`src/rtl/cpu_pkg.sv`:
```
// -----------------------------------------------------------------------------
// cpu_pkg
// Shared types and defaults for the memory response return path.
//   rsp_port_e            : requester select encoding (A = fetch, B = load/store)
//   MEM_RSP_DEPTH_DEFAULT : default number of outstanding memory requests
// -----------------------------------------------------------------------------
package cpu_pkg;

    typedef enum logic {
        RSP_PORT_A = 1'b0,
        RSP_PORT_B = 1'b1
    } rsp_port_e;

    localparam int MEM_RSP_DEPTH_DEFAULT = 4;

endpackage : cpu_pkg

```
`src/rtl/tag_fifo.sv`:
```
// -----------------------------------------------------------------------------
// tag_fifo
// In-order FIFO of 1-bit requester tags. Each entry records which requester
// issued an outstanding memory request.
//
// Parameters:
//   DEPTH    : number of entries (power of two, >= 2)
// Ports:
//   clk      : clock
//   rst_n    : asynchronous active-low reset, clears both pointers
//   push     : write push_tag (ignored while full)
//   push_tag : tag to write
//   pop      : retire the head entry (ignored while empty)
//   head     : tag at the read pointer
//   full     : DEPTH entries held
//   empty    : no entries held
//   count    : number of entries held
// -----------------------------------------------------------------------------
module tag_fifo
    import cpu_pkg::*;
#(
    parameter int DEPTH = MEM_RSP_DEPTH_DEFAULT
) (
    input  logic                       clk,
    input  logic                       rst_n,
    input  logic                       push,
    input  rsp_port_e                  push_tag,
    input  logic                       pop,
    output rsp_port_e                  head,
    output logic                       full,
    output logic                       empty,
    output logic [$clog2(DEPTH+1)-1:0] count
);

    localparam int AW = $clog2(DEPTH);
    localparam int PW = AW + 1;
    localparam int CW = $clog2(DEPTH + 1);

    // Pointers carry one extra MSB so that full and empty are distinguishable
    // when the low address bits are equal.
    logic [PW-1:0] wr_ptr;
    logic [PW-1:0] rd_ptr;
    logic [PW-1:0] ptr_diff;
    rsp_port_e     mem [DEPTH];
    logic          push_ok;
    logic          pop_ok;

    // The push is qualified by the pre-pop full flag: a push and a pop in the
    // same cycle at full drops the push.
    assign push_ok = push && !full;
    assign pop_ok  = pop && !empty;

    assign full     = (wr_ptr[AW] != rd_ptr[AW]) && (wr_ptr[AW-1:0] == rd_ptr[AW-1:0]);
    assign empty    = (wr_ptr == rd_ptr);
    assign ptr_diff = wr_ptr - rd_ptr;
    assign count    = ptr_diff[CW-1:0];
    assign head     = mem[rd_ptr[AW-1:0]];

    always_ff @(posedge clk or negedge rst_n) begin
        if (!rst_n) begin
            wr_ptr <= '0;
            rd_ptr <= '0;
        end else begin
            if (push_ok) begin
                wr_ptr <= wr_ptr + PW'(1);
            end
            if (pop_ok) begin
                rd_ptr <= rd_ptr + PW'(1);
            end
        end
    end

    // Tag storage needs no reset: a slot is only read after it was written.
    always_ff @(posedge clk) begin
        if (push_ok) begin
            mem[wr_ptr[AW-1:0]] <= push_tag;
        end
    end

endmodule : tag_fifo

```
`src/rtl/mem_rsp_demux.sv`:
```
// -----------------------------------------------------------------------------
// mem_rsp_demux
// Return-direction demux for a shared memory port. The select bit of every
// accepted request is queued in order; each memory response is steered to the
// requester recorded at the queue head through a registered output stage per
// requester (A = fetch, B = load/store). Responses are returned strictly in
// request order, so a stalled head blocks responses for the other requester.
//
// Optional feature macro: MEM_RSP_DEMUX_ERR_EN
//   defined   : o_err is a sticky flag set by a request fire while full or a
//               response while nothing is outstanding; cleared only by reset.
//   undefined : o_err is tied low.
//
// Parameters:
//   N      : response data width
//   DEPTH  : maximum outstanding requests (power of two, >= 2)
// Ports:
//   i_clk, i_rst_n          : clock, asynchronous active-low reset
//   i_req_fire, i_req_sel   : request accepted by memory and its requester tag
//   o_full, o_count         : tag queue full, outstanding request count
//   i_rsp_valid, i_rsp_data : memory response
//   o_rsp_ready             : response accepted this cycle
//   o_a_valid/o_a_data/i_a_ready : response handshake to requester A
//   o_b_valid/o_b_data/i_b_ready : response handshake to requester B
//   o_err                   : sticky protocol error
// -----------------------------------------------------------------------------
module mem_rsp_demux
    import cpu_pkg::*;
#(
    parameter int N     = 32,
    parameter int DEPTH = MEM_RSP_DEPTH_DEFAULT
) (
    input  logic                       i_clk,
    input  logic                       i_rst_n,
    input  logic                       i_req_fire,
    input  logic                       i_req_sel,
    output logic                       o_full,
    output logic [$clog2(DEPTH+1)-1:0] o_count,
    input  logic                       i_rsp_valid,
    input  logic [N-1:0]               i_rsp_data,
    output logic                       o_rsp_ready,
    output logic                       o_a_valid,
    output logic [N-1:0]               o_a_data,
    input  logic                       i_a_ready,
    output logic                       o_b_valid,
    output logic [N-1:0]               o_b_data,
    input  logic                       i_b_ready,
    output logic                       o_err
);

    rsp_port_e    head;
    logic         empty;
    logic         a_free;
    logic         b_free;
    logic         rsp_fire;
    logic         a_vld_p1;
    logic [N-1:0] a_data_p1;
    logic         b_vld_p1;
    logic [N-1:0] b_data_p1;

    tag_fifo #(
        .DEPTH (DEPTH)
    ) u_tag_fifo (
        .clk      (i_clk),
        .rst_n    (i_rst_n),
        .push     (i_req_fire),
        .push_tag (rsp_port_e'(i_req_sel)),
        .pop      (rsp_fire),
        .head     (head),
        .full     (o_full),
        .empty    (empty),
        .count    (o_count)
    );

    // An output stage can take a new response if it is empty or its current
    // response is being consumed this very cycle.
    assign a_free = !a_vld_p1 || i_a_ready;
    assign b_free = !b_vld_p1 || i_b_ready;

    assign o_rsp_ready = !empty && ((head == RSP_PORT_A) ? a_free : b_free);
    assign rsp_fire    = i_rsp_valid && o_rsp_ready;

    // ---- stage p0 -> p1: response captured into the head requester's register
    always_ff @(posedge i_clk or negedge i_rst_n) begin
        if (!i_rst_n) begin
            a_vld_p1  <= 1'b0;
            a_data_p1 <= '0;
        end else if (rsp_fire && (head == RSP_PORT_A)) begin
            a_vld_p1  <= 1'b1;
            a_data_p1 <= i_rsp_data;
        end else if (i_a_ready) begin
            a_vld_p1  <= 1'b0;
        end
    end

    always_ff @(posedge i_clk or negedge i_rst_n) begin
        if (!i_rst_n) begin
            b_vld_p1  <= 1'b0;
            b_data_p1 <= '0;
        end else if (rsp_fire && (head == RSP_PORT_B)) begin
            b_vld_p1  <= 1'b1;
            b_data_p1 <= i_rsp_data;
        end else if (i_b_ready) begin
            b_vld_p1  <= 1'b0;
        end
    end

    assign o_a_valid = a_vld_p1;
    assign o_a_data  = a_data_p1;
    assign o_b_valid = b_vld_p1;
    assign o_b_data  = b_data_p1;

`ifdef MEM_RSP_DEMUX_ERR_EN
    logic err_q;

    // Observes the handshakes only; never gates any datapath.
    always_ff @(posedge i_clk or negedge i_rst_n) begin
        if (!i_rst_n) begin
            err_q <= 1'b0;
        end else if ((i_req_fire && o_full) || (i_rsp_valid && empty)) begin
            err_q <= 1'b1;
        end
    end

    assign o_err = err_q;
`else
    assign o_err = 1'b0;
`endif

endmodule : mem_rsp_demux

```
`config.mk`:
```
export PLATFORM = sky130hd
export DESIGN_NAME = mem_rsp_demux
export DESIGN_NICKNAME = d
export VERILOG_FILES = /design/src/rtl/cpu_pkg.sv /design/src/rtl/tag_fifo.sv /design/src/rtl/mem_rsp_demux.sv
export SDC_FILE = /design/constraint.sdc
export NUM_CORES = 1
export LEC_CHECK = 0
export CAP_MARGIN = 10
export CORE_ASPECT_RATIO = 1.5
export CORE_MARGIN = 3
export CORE_UTILIZATION = 45
export DETAILED_ROUTE_END_ITERATION = 10
export PLACE_DENSITY = 0.8
export SLEW_MARGIN = 15
export SYNTH_ARGS = -nofsm -noshare
export SYNTH_HDL_FRONTEND = slang
export SYNTH_SLANG_ARGS = --single-unit
```
`constraint.sdc`:
```
create_clock -name i_clk -period 2.47 [get_ports i_clk]
set_input_delay 0.494 -clock i_clk [delete_from_list [all_inputs] [get_ports i_clk]]
set_output_delay 0.494 -clock i_clk [all_outputs]
set_load 0.02 [all_outputs]
```
Word level (Yosys, flattened, before mapping) --
Memories as Yosys holds them, arrays and structs flattened. Cells that the tools add are included.
Operators by class: multiply operators 0, reductions and logical operators 15, mux-type cells 7, shift operators 0, equal/unequal tests 3, order comparisons 0, divide/modulo/power cells 0, add/subtract/negate cells 3, bitwise logic cells 1
Operators by type and width (number):
- logical AND 1 bit | 7
- 2-to-1 mux 1 bit | 7
- adder 3 x 1 -> 3 bit (second input constant) | 2
- zero test 1 bit | 4
- nonzero test 2 bit | 2
- equality test 3 bit | 1
- subtractor 3 bit | 1
- equality test 2 bit | 1
- logical OR 1 bit | 2
- != test 1 bit | 1
- NOT 1 bit | 1
Storage, ports and cells: bits in latches 0, memory bits (read-only) 0, output and inout bits 72, bits in registers 72, RAM bits 4, memories 1, input port bits 39
Memory list:
- u_tag_fifo.mem | words 4, width 1, rd ports 1, clocked after memory_dff 0, wr ports 1, RTL line tag_fifo.sv:44 | rsp_port_e mem [DEPTH];

Logic depth before layout (Yosys ltp) --
Gate-level depths: netlist (run 1).
word-level depth 7, mapped depth 7, depth with buffers taken out 6

Cells and area by module --
From an unflattened synthesis (run 1), not the netlist that was laid out.
Unflattened totals: cell total of the unflattened synthesis 199, area, all modules 3219.3 um^2
Modules (own cells, without submodules):
- mem_rsp_demux | cells each 149, times used 1, seq. area each 1651.6 um^2, area an instance 2615.0 um^2
- tag_fifo | cells each 50, times used 1, seq. area each 270.3 um^2, area an instance 604.3 um^2

Worst setup path after synthesis (run 1) --
No wires, ideal clock.
kind reg-to-output, from reg u_tag_fifo.rd_ptr[0], to out o_rsp_ready, setup slack 497 ps, data arrival time 1479 ps, stages on the path, launching flop included 4, required time 1976 ps, path through dfrtp_1 mux4_2 mux2i_1 nor2_1
On the way: cells in the longest elaborated chain, start to end 3, elaborated cells between the ends (all ways) 5
Ends and longest elaborated chain:
- start, declared | RTL line tag_fifo.sv:42 | logic [PW-1:0] rd_ptr;
- start signal, assigned | RTL line tag_fifo.sv:68 | rd_ptr <= rd_ptr + PW'(1);
- memory (4 x 1 bit) / equality test 3 bit (equally long branches)
- 2-to-1 mux 1 bit / zero test 1 bit (equally long branches) | RTL line mem_rsp_demux.sv:80 | assign o_rsp_ready = !empty && ((head == RSP_PORT_A) ? a_free : b_free);
- logical AND 1 bit * | RTL line mem_rsp_demux.sv:80
- end, declared | RTL line mem_rsp_demux.sv:41 | output logic o_rsp_ready,
Mark *: on every way between the ends. The rest lies on a longest branch, timed or not.

Final worst setup path (run 1) --
Same ends and word-level chain as after synthesis.

==> results.toml, run 1 <==
[outcome]
status = "finished clean"

[clock_network]
clk_latency_ns = 0.34
cts_hold_buf = 0
post_cts_buffers = 0
numCtsBuffers = 9
cts_tree = "done"
clk_path_buf_depth = 2
htree_levels = 3
clock_sinks = 76
cts_root_buf = "clkbuf_8"
cts.clk_slew.worst_paths_ns = 0.08

[setup_path]
crit_cells = 4
path_cells = "mux4_2, mux2i_2, nor2_1, clkdlybuf4s15_1"
endpoint_kind = "output pin"
slowest_stage = "mux4_2"
r2r-start = "u_tag_fifo.rd_ptr[0]"
worst-path-max-fanout = 4
path_buf_inv = 1
endpoint = "o_rsp_ready"
r2r_slack_ns = 0.34
cpPeakStageDelay_ns = 0.55
reg2reg_depth = 5
critPathTopFamily = "multiplexers"
path_class = "flop to output pin"
crit_path_start_kind = "flop"
cp_data_arrival_time_ns = 1.88
r2r_end = "o_a_data[31]"
crit_start = "u_tag_fifo.rd_ptr[0]"
critPathRequiredTime_ns = 1.98

[global_route]
antenna_found_initial = 0
grt_util_all_layers = 0.1678
grt_overflow = 0
grt_pass1_wl_mm = 10.10
grt_max_degree = 41
first_global_vias = 2038

[placement]
portBuffers = 109
dp_hpwl_mm = 4.744
place_congestion = 0.7696
post-place-ws_ns = 0.05904

[power]
ir_drop_mv = 1.105
finalPower_mw = 7.342
p_int_mw = 4.745
pwr-share-seq = 0.305
switching_power_mw = 2.597
p_comb_frac = 0.543
p_leak_nw = 2.010
powerDensity_mw_per_mm2 = 1595
clock_power_share = 0.152
p_sw_frac = 0.3537

[timing]
finalCritPeriodShare = 0.9625
tns_ns = 0
setup_viol = 0
finalMaxSlewViolations = 0
rsz0062_at_grt = "false"
skew_ns = 0.008649
finalWorstSetupSlack_ns = 0.09270
fin_crit_ns = 2.377
max_freq_mhz = 420.6
finalHoldViolations = 0
slew_headroom = 0.4924
tightest_slew_ns = 0.7615

[drt]
firstDrtPassIters = 4
dr_total_vias = 1909
drcViolationCount = 0
ant_nets = 0
routedWlPerCell_um = 16.31
viasPerCell = 4.858
first_iter_violations = 55
drt_wl_total_mm = 6.408

[floorplanning]
num_rows = 36
die_w_um = 74.29
start_util = 0.4754
ios = 111
die_y_um = 108.4
core_area_mm2 = 0.006621
die_area_mm2 = 0.008056

[finish]
n_fill_cell = 483
final_layout_size_suffix_gt1_frac = 0.2934
nets = 360
area_growth_pct = 46.22
layout_common_cells = "clkdlybuf4s50_1 (104), dfrtp_1 (71), mux2_2 (44)"
layout_commonest_cell = "clkdlybuf4s50_1"
insertedDiodeCount = 0

[logic_synthesis]
syn_area_mm2 = 0.003148
ys_ff_latch = 76
ys_types = 27
netlist_instances = 193
ys_seq_area_frac = 0.6105
synth.avg_cell_area_um2 = 16.31
ys_warn_count = 0
synthesis.nets = 240

[hold_path]
hold_path_class = "primary input to async pin"

[run]
maxCapViolations = 0
state kept, by name, summed over array words and instances, names as in the netlist:
name,count
o_a_data,32
o_b_data,32
u_tag_fifo.mem,4
u_tag_fifo.rd_ptr,3
u_tag_fifo.wr_ptr,3
o_a_valid,1
o_b_valid,1
cell type report:
class	instances	area [µm²]	area share
flip-flops and latches	76	1923	0.4178
repair buffers	116	1174	0.2550
multi-input cells	102	1144	0.2484
clock buffers	10	137.6	0.02990
clock inverters	5	100.1	0.02175
well taps	76	95.09	0.02066
inverters	8	30.03	0.006524
kinds of logic (layout without fill, tap and decap cells):
group | after synthesis | in the layout | share of synthesized area
flip-flops | 76 | 76 | 0.6105
AO/OA/AOI/OAI | 5 | 5 | 0.009539
buffers and inverters | 15 | 139 | 0.02742
XOR/XNOR | 6 | 6 | 0.01669
AND/OR/NAND/NOR | 15 | 15 | 0.03378
adder cells (fa/ha/maj) | 8 | 8 | 0.03418
other | 1 | 1 | 0.001191
multiplexers | 67 | 67 | 0.2667
metal layers:
metal / vias to the layer above / wire, µm / global-route usage
li1: 899 / - / -
met1: 946 / 2496 / 0.1989
met2: 58 / 3460 / 0.2849
met3: 6 / 370 / 0.04651
met4: 0 / 81 / 0.06489
met5: - / 0 / 0
worst min-delay path by stage:
stage | from | to
after floorplan | i_rst_n | o_a_data[0]
after global placement | o_b_data[10] | o_b_data[10]
after detailed placement | u_tag_fifo.rd_ptr[2] | u_tag_fifo.rd_ptr[2]
after CTS | i_rst_n | o_a_data[15]
after global routing | i_rst_n | o_a_data[15]
final | i_rst_n | o_a_data[15]
what timing repair did:
item,in CTS,in global routing
pin swaps,0,0
resized for setup,6,2
setup endpoints to repair,4,2
cell usage after synthesis:
cell type   n  area (µm²)
dfrtp_1    72        1802
mux2_2     44       495.5
mux2_4     20       300.3
inv_1       8       30.03
ha_1        7       87.58
xor2_1      5       43.79
and2_1      4       25.02
edfxtp_1    4       120.1
buf_2       3       15.01
buf_6       3       33.78
nor2_1      3       11.26
o21ai_0     3       15.01
nand2_1     2       7.510
nand2b_1    2       12.51
a31oi_1     1       6.260
buf_4       1       7.510
conb_1      1       3.750
fa_1        1       20.02
mux2_1      1       11.26
mux2i_1     1       10.01
mux4_2      1       22.52
nand3b_4    1       20.02
nor2b_1     1       6.260
nor3_1      1       5.000
nor3b_4     1       18.77
o21ai_2     1       8.760
xnor2_1     1       8.760
power by group through the flow:
stage / Clock (mW) / Sequential (mW) / Combinational (mW)
2_1_floorplan: 0 / 2.92 / 1.63
3_3_place_gp: 0 / 2.24 / 4.03
3_5_place_dp: 0 / 2.27 / 4.09
4_1_cts: 1.15 / 2.25 / 4.04
5_1_grt: 1.20 / 2.32 / 4.26
6_report: 1.12 / 2.24 / 3.99
metrics by stage:
stage | instance area [µm²] | cells | hold WS, ns | utilization
global placement | 4363 | 378 | 0.4745 | 0.6589
finish | 4603 | 393 | 0.2143 | 0.6952
detailed placement | 4363 | 378 | 0.4818 | 0.6589
floorplan | 3148 | 193 | 0.1984 | -
global route | 4603 | 393 | 0.2527 | 0.6952
CTS | 4601 | 393 | 0.2308 | 0.6948
Note: power is estimated with default switching activity, not from simulation.
==> run 2, diff against run 1 <==
--- a/config.mk
+++ b/config.mk
@@ -15,3 +15,4 @@
 export SYNTH_ARGS = -nofsm -noshare
 export SYNTH_HDL_FRONTEND = slang
 export SYNTH_SLANG_ARGS = --single-unit
+export TNS_END_PERCENT = 30
==> results of run 2 <==
The final DEF is identical to that of run 1; final timing and power are the same.
==> run 3, diff against run 2 <==
--- a/config.mk
+++ b/config.mk
@@ -7,7 +7,7 @@
 export LEC_CHECK = 0
 export CAP_MARGIN = 10
 export CORE_ASPECT_RATIO = 1.5
-export CORE_MARGIN = 3
+export CORE_MARGIN = 2
 export CORE_UTILIZATION = 45
 export DETAILED_ROUTE_END_ITERATION = 10
 export PLACE_DENSITY = 0.8
==> run 3 against run 2 <==
Effect of this change: first-iteration DRC count grew 1.8%; fmax fell by 0.36%; clock power decreased by 13%; global-route usage grew 0.40 points; highest routed layer unchanged; sequential share of layout area increased by 0.34 points; final cell count rose by 0.51%; combinational power hardly changed.
==> results.toml, run 3 (synthesized netlist as in run 1, its figures left out) <==
[outcome]
status = "finished clean"

[clock_network]
clk_path_buf_depth = 2
numCtsBuffers = 9
cts_hold_buf = 0
clock_sinks = 76
cts-resized-gates = 5
cts_tree = "done"
htree_levels = 3
cts.clk_slew.worst_paths_ns = 0.07
post_cts_buffers = 0
cts_root_buf = "clkbuf_8"
clk_latency_ns = 0.34

[finish]
nets = 361
insertedDiodeCount = 0
final_layout_size_suffix_gt1_frac = 0.2934
layout_common_cells = "clkdlybuf4s50_1 (104), dfrtp_1 (71), mux2_2 (44)"
layout_commonest_cell = "clkdlybuf4s50_1"
area_growth_pct = 45.03

[floorplanning]
core_area_mm2 = 0.006805
num_rows = 37
die_y_um = 106.4
die_w_um = 72.29
ios = 111
start_util = 0.4626
die_area_mm2 = 0.007694

[timing]
skew_ns = 0.01013
tightest_slew_ns = 0.6874
finalHoldViolations = 0
fin_crit_ns = 2.386
finalCritPeriodShare = 0.9660
setup_viol = 0
max_freq_mhz = 419.1
finalWorstSetupSlack_ns = 0.08404
finalMaxSlewViolations = 0
slew_headroom = 0.5417
hold_slack_ns = 0.1936

[setup_path]
worst-path-max-fanout = 4
r2r-start = "u_tag_fifo.rd_ptr[0]"
path_cells = "mux4_2, mux2i_2, nor2_1, clkdlybuf4s15_1"
cpPeakStageDelay_ns = 0.54
crit_path_start_kind = "flop"
endpoint_kind = "output pin"
r2r_slack_ns = 0.34
slowest_stage = "mux4_2"
cp_data_arrival_time_ns = 1.89
reg2reg_depth = 5
r2r_end = "o_a_data[0]"
critPathRequiredTime_ns = 1.98
crit_start = "u_tag_fifo.rd_ptr[0]"
endpoint = "o_rsp_ready"
path_class = "flop to output pin"

[drt]
first_iter_violations = 56
dr_total_vias = 1967
drt_wl_total_mm = 6.331
ant_nets = 0
drcViolationCount = 0
viasPerCell = 4.980
firstDrtPassIters = 4
routedWlPerCell_um = 16.03

[power]
p_leak_nw = 1.993
powerDensity_mw_per_mm2 = 1578
ir_drop_mv = 0.9135

[placement]
portBuffers = 109
place_congestion = 0.7253
dp_hpwl_mm = 4.694
post-place-ws_ns = 0.08533

[global_route]
antenna_found_initial = 0
first_global_vias = 2073
grt_util_all_layers = 0.1718
grt_pass1_wl_mm = 10.01
grt_overflow = 0
grt_max_degree = 33

[hold_path]
hold_path_class = "primary input to async pin"

[run]
maxCapViolations = 0
-- run 3: cell types whose count changed in the layout (fill, tap and decap cells not counted), sizes merged --
cell and change:
bufinv -1, clkinv +1, buf +1, clkbuf -1
-- run 3: area by class of cell --
class | instances | area [µm²]
Clock buffer | 9 | 123.9
Multi-Input combinational cell | 102 | 1144
Sequential cell | 76 | 1923
Tap cell | 78 | 97.59
Timing Repair Buffer | 117 | 1169
Inverter | 8 | 30.03
Clock inverter | 5 | 78.83
Fill cell | 510 | 2240
-- run 3: worst min-delay path by stage --
stage | startpoint | to | slack (ns) | cells after the start
detailed placement | u_tag_fifo.wr_ptr[2] | u_tag_fifo.wr_ptr[2] | 0.49 | 1
CTS | i_rst_n | o_a_data[16] | 0.20 | 1
global route | i_rst_n | o_a_data[16] | 0.23 | 1
finish | i_rst_n | o_a_data[16] | 0.19 | 1
floorplan | i_rst_n | o_a_data[0] | 0.20 | 0
global placement | o_b_data[10] | o_b_data[10] | 0.48 | 1
-- run 3: worst max-delay path, delay by kind of cell, from the launching register on --
kind	cells	cell delay, ns
mux	2	0.79
flops	1	0.42
buf+inv	1	0.29
simple gates	1	0.07
-- run 3: where the power goes --
group | internal [mW] | switching [mW] | total [mW]
combinational | 2.16 | 1.83 | 3.99
clock | 0.556 | 0.418 | 0.974
sequential | 1.89 | 0.348 | 2.24
-- run 3: metal layers --
metal,share of wire,global-route usage,up-vias
li1,-,-,910
met4,0.012,0.06065,0
met2,0.54,0.2910,66
met5,0,0,-
met1,0.38,0.1959,984
met3,0.069,0.06351,7
-- run 3: through the flow --
step | power (mW) | instance area, µm² | instances | setup TNS [ns] | utilization
after detailed placement | 6.363 | 4360 | 381 | 0 | 0.6407
after floorplan | 4.550 | 3148 | 193 | 0 | -
after CTS | 7.303 | 4559 | 395 | 0 | 0.6700
after global routing | 7.623 | 4566 | 395 | -0.01104 | 0.6709
final | 7.206 | 4566 | 395 | 0 | 0.6709
after global placement | 6.265 | 4360 | 381 | 0 | 0.6407
